===== src/rtl/bytewrite_ram_port_ctrl.sv =====
`default_nettype none
// ============================================================================
// Module   : bytewrite_ram_port_ctrl
// Brief    : Port-A controller for a byte-write RAM (2-cycle read latency).
//            It zero-fills the RAM after reset, then serves posted writes and
//            credit-limited reads, and returns read data in order.
// Revision : 1.0 - initial release
// ============================================================================
module bytewrite_ram_port_ctrl #(
  parameter int NB_COL    = 4,
  parameter int COL_WIDTH = 9,
  parameter int ADDR_W    = 10,
  parameter int RAM_DEPTH = 1024,
  parameter int RSP_DEPTH = 4
) (
  input  logic                          clka,
  input  logic                          rstb,
  input  logic                          req_valid,
  output logic                          req_ready,
  input  logic                          req_we,
  input  logic [NB_COL-1:0]             req_be,
  input  logic [ADDR_W-1:0]             req_addr,
  input  logic [NB_COL*COL_WIDTH-1:0]   req_wdata,
  output logic                          rsp_valid,
  input  logic                          rsp_ready,
  output logic [NB_COL*COL_WIDTH-1:0]   rsp_rdata,
  output logic                          init_done,
  output logic [ADDR_W-1:0]             ram_addra,
  output logic [NB_COL*COL_WIDTH-1:0]   ram_dina,
  output logic [NB_COL-1:0]             ram_wea,
  output logic                          ram_ena,
  output logic                          ram_regcea,
  output logic                          ram_rsta,
  input  logic [NB_COL*COL_WIDTH-1:0]   ram_douta
);

  localparam int c_W     = NB_COL * COL_WIDTH;
  localparam int c_PTR_W = $clog2(RSP_DEPTH);
  localparam int c_CRD_W = c_PTR_W + 1;
  localparam logic [ADDR_W-1:0]  c_LAST_ADDR = ADDR_W'(RAM_DEPTH - 1);
  localparam logic [c_CRD_W-1:0] c_MAX_CRD   = c_CRD_W'(RSP_DEPTH);

  typedef enum logic [0:0] {
    ST_INIT = 1'b0,
    ST_RUN  = 1'b1
  } state_t;

  state_t               r_state;
  logic [ADDR_W-1:0]    r_init_addr;
  logic                 r_init_done;
  logic [1:0]           r_inflight;
  logic [c_CRD_W-1:0]   r_credits;
  logic [c_PTR_W:0]     r_wptr;
  logic [c_PTR_W:0]     r_rptr;
  logic [c_W-1:0]       r_fifo [RSP_DEPTH];

  logic w_init_wr;
  logic w_run;
  logic w_accept;
  logic w_rd_accept;
  logic w_wr_en;
  logic w_push;
  logic w_pop;
  logic w_empty;

  // Every externally visible control is masked by reset so the RAM sees no
  // stray access in the cycle before the synchronous reset takes effect.
  assign w_init_wr   = (r_state == ST_INIT) & ~rstb;
  assign w_run       = (r_state == ST_RUN) & ~rstb;
  assign req_ready   = w_run & (r_credits < c_MAX_CRD);
  assign w_accept    = req_valid & req_ready;
  assign w_rd_accept = w_accept & ~req_we;
  assign w_wr_en     = w_accept & req_we & (|req_be);

  assign w_empty   = (r_wptr == r_rptr);
  assign w_push    = r_inflight[1] & ~rstb;
  assign rsp_valid = ~w_empty & ~rstb;
  assign w_pop     = rsp_valid & rsp_ready;
  assign rsp_rdata = r_fifo[r_rptr[c_PTR_W-1:0]];

  assign init_done  = r_init_done & ~rstb;
  assign ram_regcea = r_inflight[0] & ~rstb;
  assign ram_rsta   = rstb;

  always_comb begin
    ram_ena   = 1'b0;
    ram_wea   = '0;
    ram_addra = '0;
    ram_dina  = '0;
    if (w_init_wr) begin
      ram_ena   = 1'b1;
      ram_wea   = '1;
      ram_addra = r_init_addr;
    end else if (w_run) begin
      ram_ena   = w_rd_accept | w_wr_en;
      ram_wea   = req_we ? req_be : '0;
      ram_addra = req_addr;
      ram_dina  = req_wdata;
    end
  end

  always_ff @(posedge clka) begin
    if (rstb) begin
      r_state     <= ST_INIT;
      r_init_addr <= '0;
      r_init_done <= 1'b0;
      r_inflight  <= '0;
      r_credits   <= '0;
      r_wptr      <= '0;
      r_rptr      <= '0;
    end else begin
      if (r_state == ST_INIT) begin
        if (r_init_addr == c_LAST_ADDR) begin
          r_state     <= ST_RUN;
          r_init_done <= 1'b1;
        end else begin
          r_init_addr <= r_init_addr + ADDR_W'(1);
        end
      end
      r_inflight <= {r_inflight[0], w_rd_accept};
      // Credits cover reads in the RAM pipeline plus queued responses.
      if (w_rd_accept && !w_pop) begin
        r_credits <= r_credits + c_CRD_W'(1);
      end else if (!w_rd_accept && w_pop) begin
        r_credits <= r_credits - c_CRD_W'(1);
      end
      if (w_push) begin
        r_wptr <= r_wptr + (c_PTR_W + 1)'(1);
      end
      if (w_pop) begin
        r_rptr <= r_rptr + (c_PTR_W + 1)'(1);
      end
    end
  end

  always_ff @(posedge clka) begin
    if (w_push) begin
      r_fifo[r_wptr[c_PTR_W-1:0]] <= ram_douta;
    end
  end

endmodule
`default_nettype wire


===== config.mk =====
export PLATFORM = sky130hd
export DESIGN_NAME = bytewrite_ram_port_ctrl
export DESIGN_NICKNAME = d
export VERILOG_FILES = /design/src/rtl/bytewrite_ram_port_ctrl.sv
export SDC_FILE = /design/constraint.sdc
export NUM_CORES = 1
export LEC_CHECK = 0
export BUFFER_PORTS_ARGS = -buffer_cell sky130_fd_sc_hd__buf_2
export CAP_MARGIN = 20
export CORE_MARGIN = 1
export CORE_UTILIZATION = 36
export DETAILED_ROUTE_END_ITERATION = 16
export PLACE_DENSITY = 0.57
export SLEW_MARGIN = 20
export SYNTH_ARGS = -nofsm -noshare
export SYNTH_HDL_FRONTEND = slang
export SYNTH_SLANG_ARGS = --single-unit

===== constraint.sdc =====
create_clock -name clka -period 3.65 [get_ports clka]
set_input_delay 0.365 -clock clka [delete_from_list [all_inputs] [get_ports clka]]
set_output_delay 0.365 -clock clka [all_outputs]
set_load 0.05 [all_outputs]

==> impl_metrics.ini <==
[final_layout]
drive_gt1_share_pct = 45.2
num_antenna_cells = 0
final_common_cell = buf_2
layout.cells.non_filler = 825
final_cell_mix = buf_2 (182), edfxtp_1 (144), mux4_2 (36), and2_1 (36), nor2_1 (30)
area_growth_pct = 25.3
fillerInstances = 1652
final_nets = 677

[placement]
place_hpwl_um = 9660
io_buffer_count = 182
gp_congestion = 0.769
dp_cells = 793
pre_cts_slack_ns = 1.15

[clock_network]
clockRootBuffer = clkbuf_16
clk_pin_slew_ns = 0.07
cts_setup_buffers = 0
cts_buffers = 17
clk_latency_ns = 0.42
post_cts_resized = 0
postCtsHoldBufs = 0
htree_levels = 4
cts_sinks = 169
cts_max_path_buffers = 2
cts_tree = done

[timing]
clock_skew_ns = 0.0125
fin_crit_ns = 2.52
drv_slew = 0
setup_slack_ns = 1.13
rsz0062_at_grt = no
relSlewSlack_pct = 31.3
fmax_mhz = 398
hold_violations = 0
worstMarginPinSlew_ns = 1.03
fin_crit_sh_pct = 68.9
fin_hold_ws_ns = 0.159
final-setup-viol-count = 0
tns_ns = 0

[grt]
grt_pass1_wl_um = 22400
grtUsageTotal_pct = 15.4
grt.overflow.total = 0
grt_max_degree = 44
first_global_vias = 4264
antenna_found_initial = 1

[routing]
drcViolationCount = 0
drtIter0Drc = 158
routed_via_density = 4.88
drtAntennaViolNets = 0
wl_um = 14500
vias = 4023
wl_per_cell_um = 17.5
dr.pass1.iters = 4

[floorplanning]
ios = 183
row_count = 50
core-area_mm2 = 0.0187
die_area_mm2 = 0.0197
die_width_um = 140
initial_core_util_pct = 36.8
die_h_um = 140

[worst_setup_path]
cp.arrival_ns = 2.86
critPathCaptureType = flop
reg2reg_depth = 9
r2r_end = r_credits[2]
critPathLaunchType = flop
rr_startpoint = r_wptr[0]
worstSetupPathType = flop to flop
cp.required_ns = 4.00
worstPathMaxFanout = 5
rrSetupSlack_ns = 1.13

[hold_path]
hold_path_class = input port to flop
min-delay-start = rstb
holdPathStages = 2
hold-path-endpoint = r_rptr[2]

[job]
cap_viol_max_count = 0

[yosys]
ys_seq_elements = 169
synth-async-reset-ratio_pct = 0
ys_types = 39
synth.avg_cell_area_um2 = 17.5
postSynthCellCount = 394
yosys_most_used_dff = edfxtp_1
synth_nets = 493
seq_area_frac_synth_pct = 70.0
synth_edf_count = 144
synth_area_mm2 = 0.00689
ys.warnings.count = 0

[status]
outcome = finished clean

[power_and_ir_drop]
power_leakage_nw = 3.25
ir_drop_v = 0.000324
p_per_area_mw_per_mm2 = 466
finalPower_w = 0.00402
state kept, by name (all words and copies together) (netlist names), named ones only:
name	cells
r_inflight	2
r_rptr	3
r_fifo	144
r_init_addr	10
r_wptr	3
r_init_done	1
r_credits	3
r_state	1
cell type report:
cell class / count / area [um^2] / share of cell area (%)
Clock buffer: 17 / 425 / 4.93
Sequential cell: 169 / 4830 / 55.9
Tap cell: 234 / 293 / 3.39
Multi-Input combinational cell: 198 / 1930 / 22.4
Inverter: 5 / 18.8 / 0.218
Timing Repair Buffer: 187 / 948 / 11.0
Clock inverter: 15 / 181 / 2.10
how the worst max path moves through the flow:
stage                    from            end  slack (ns)  depth (start not counted)
global placement    r_wptr[0]   r_credits[2]        1.26                          9
finish              r_wptr[0]   r_credits[2]        1.13                          9
floorplan                rstb   r_credits[2]        1.38                          9
detailed placement  r_wptr[0]   r_credits[2]        1.15                          9
CTS                      flop  rsp_rdata[35]        1.05                          3
global route             flop  rsp_rdata[17]        0.97                          3
cell families (layout without fill, tap and decap cells):
group	Yosys count	after routing	share of synthesized area, %
compound gates	24	24	2.80
xor+xnor	12	12	1.53
fa+ha+maj	8	8	1.56
buf+inv	27	224	1.94
flops	169	169	70.0
mux	51	51	14.0
simple gates	103	103	8.10
worst max-delay path, stage by stage (launching register included):
cell and delay, ns:
dfxtp_1 0.37, xor2_1 0.20, o31ai_2 0.45, or2_1 0.17, ha_1 0.18, inv_1 0.06
fa_1 0.37, xor2_1 0.16, or3_1 0.31, a21oi_1 0.17
where the power goes:
group	switching (W)	leakage, nW	internal, W
clock	0.000784	0.292	0.00104
combinational	0.0000628	1.47	0.0000459
sequential	0.00000373	1.50	0.00209
synthesized netlist by cell type (all sizes together) (9+ instances only):
master,count,area (um^2)
mux4,36,811
buf,12,77.6
edfxtp,144,4320
a21oi,9,45.0
dfxtp,25,500
and2,40,250
mux2i,14,140
nor2,30,113
nand2,9,33.8
clkbuf,10,37.5
per-stage QoR:
step / cell area [um^2] / util [%]
after global placement: 8020 / 42.9
after floorplan: 6890 / -
final: 8630 / 46.1
after detailed placement: 8020 / 42.9
after CTS: 8630 / 46.1
after global routing: 8630 / 46.1
layer usage:
metal / GRT usage [%] / vias to the layer above / wire length, um
li1: - / 1878 / -
met1: 17.4 / 1963 / 5860
met2: 27.6 / 160 / 7530
met3: 4.44 / 20 / 825
met4: 5.73 / 2 / 246
met5: 0 / - / 17
Power figures use the tool's default switching activity.
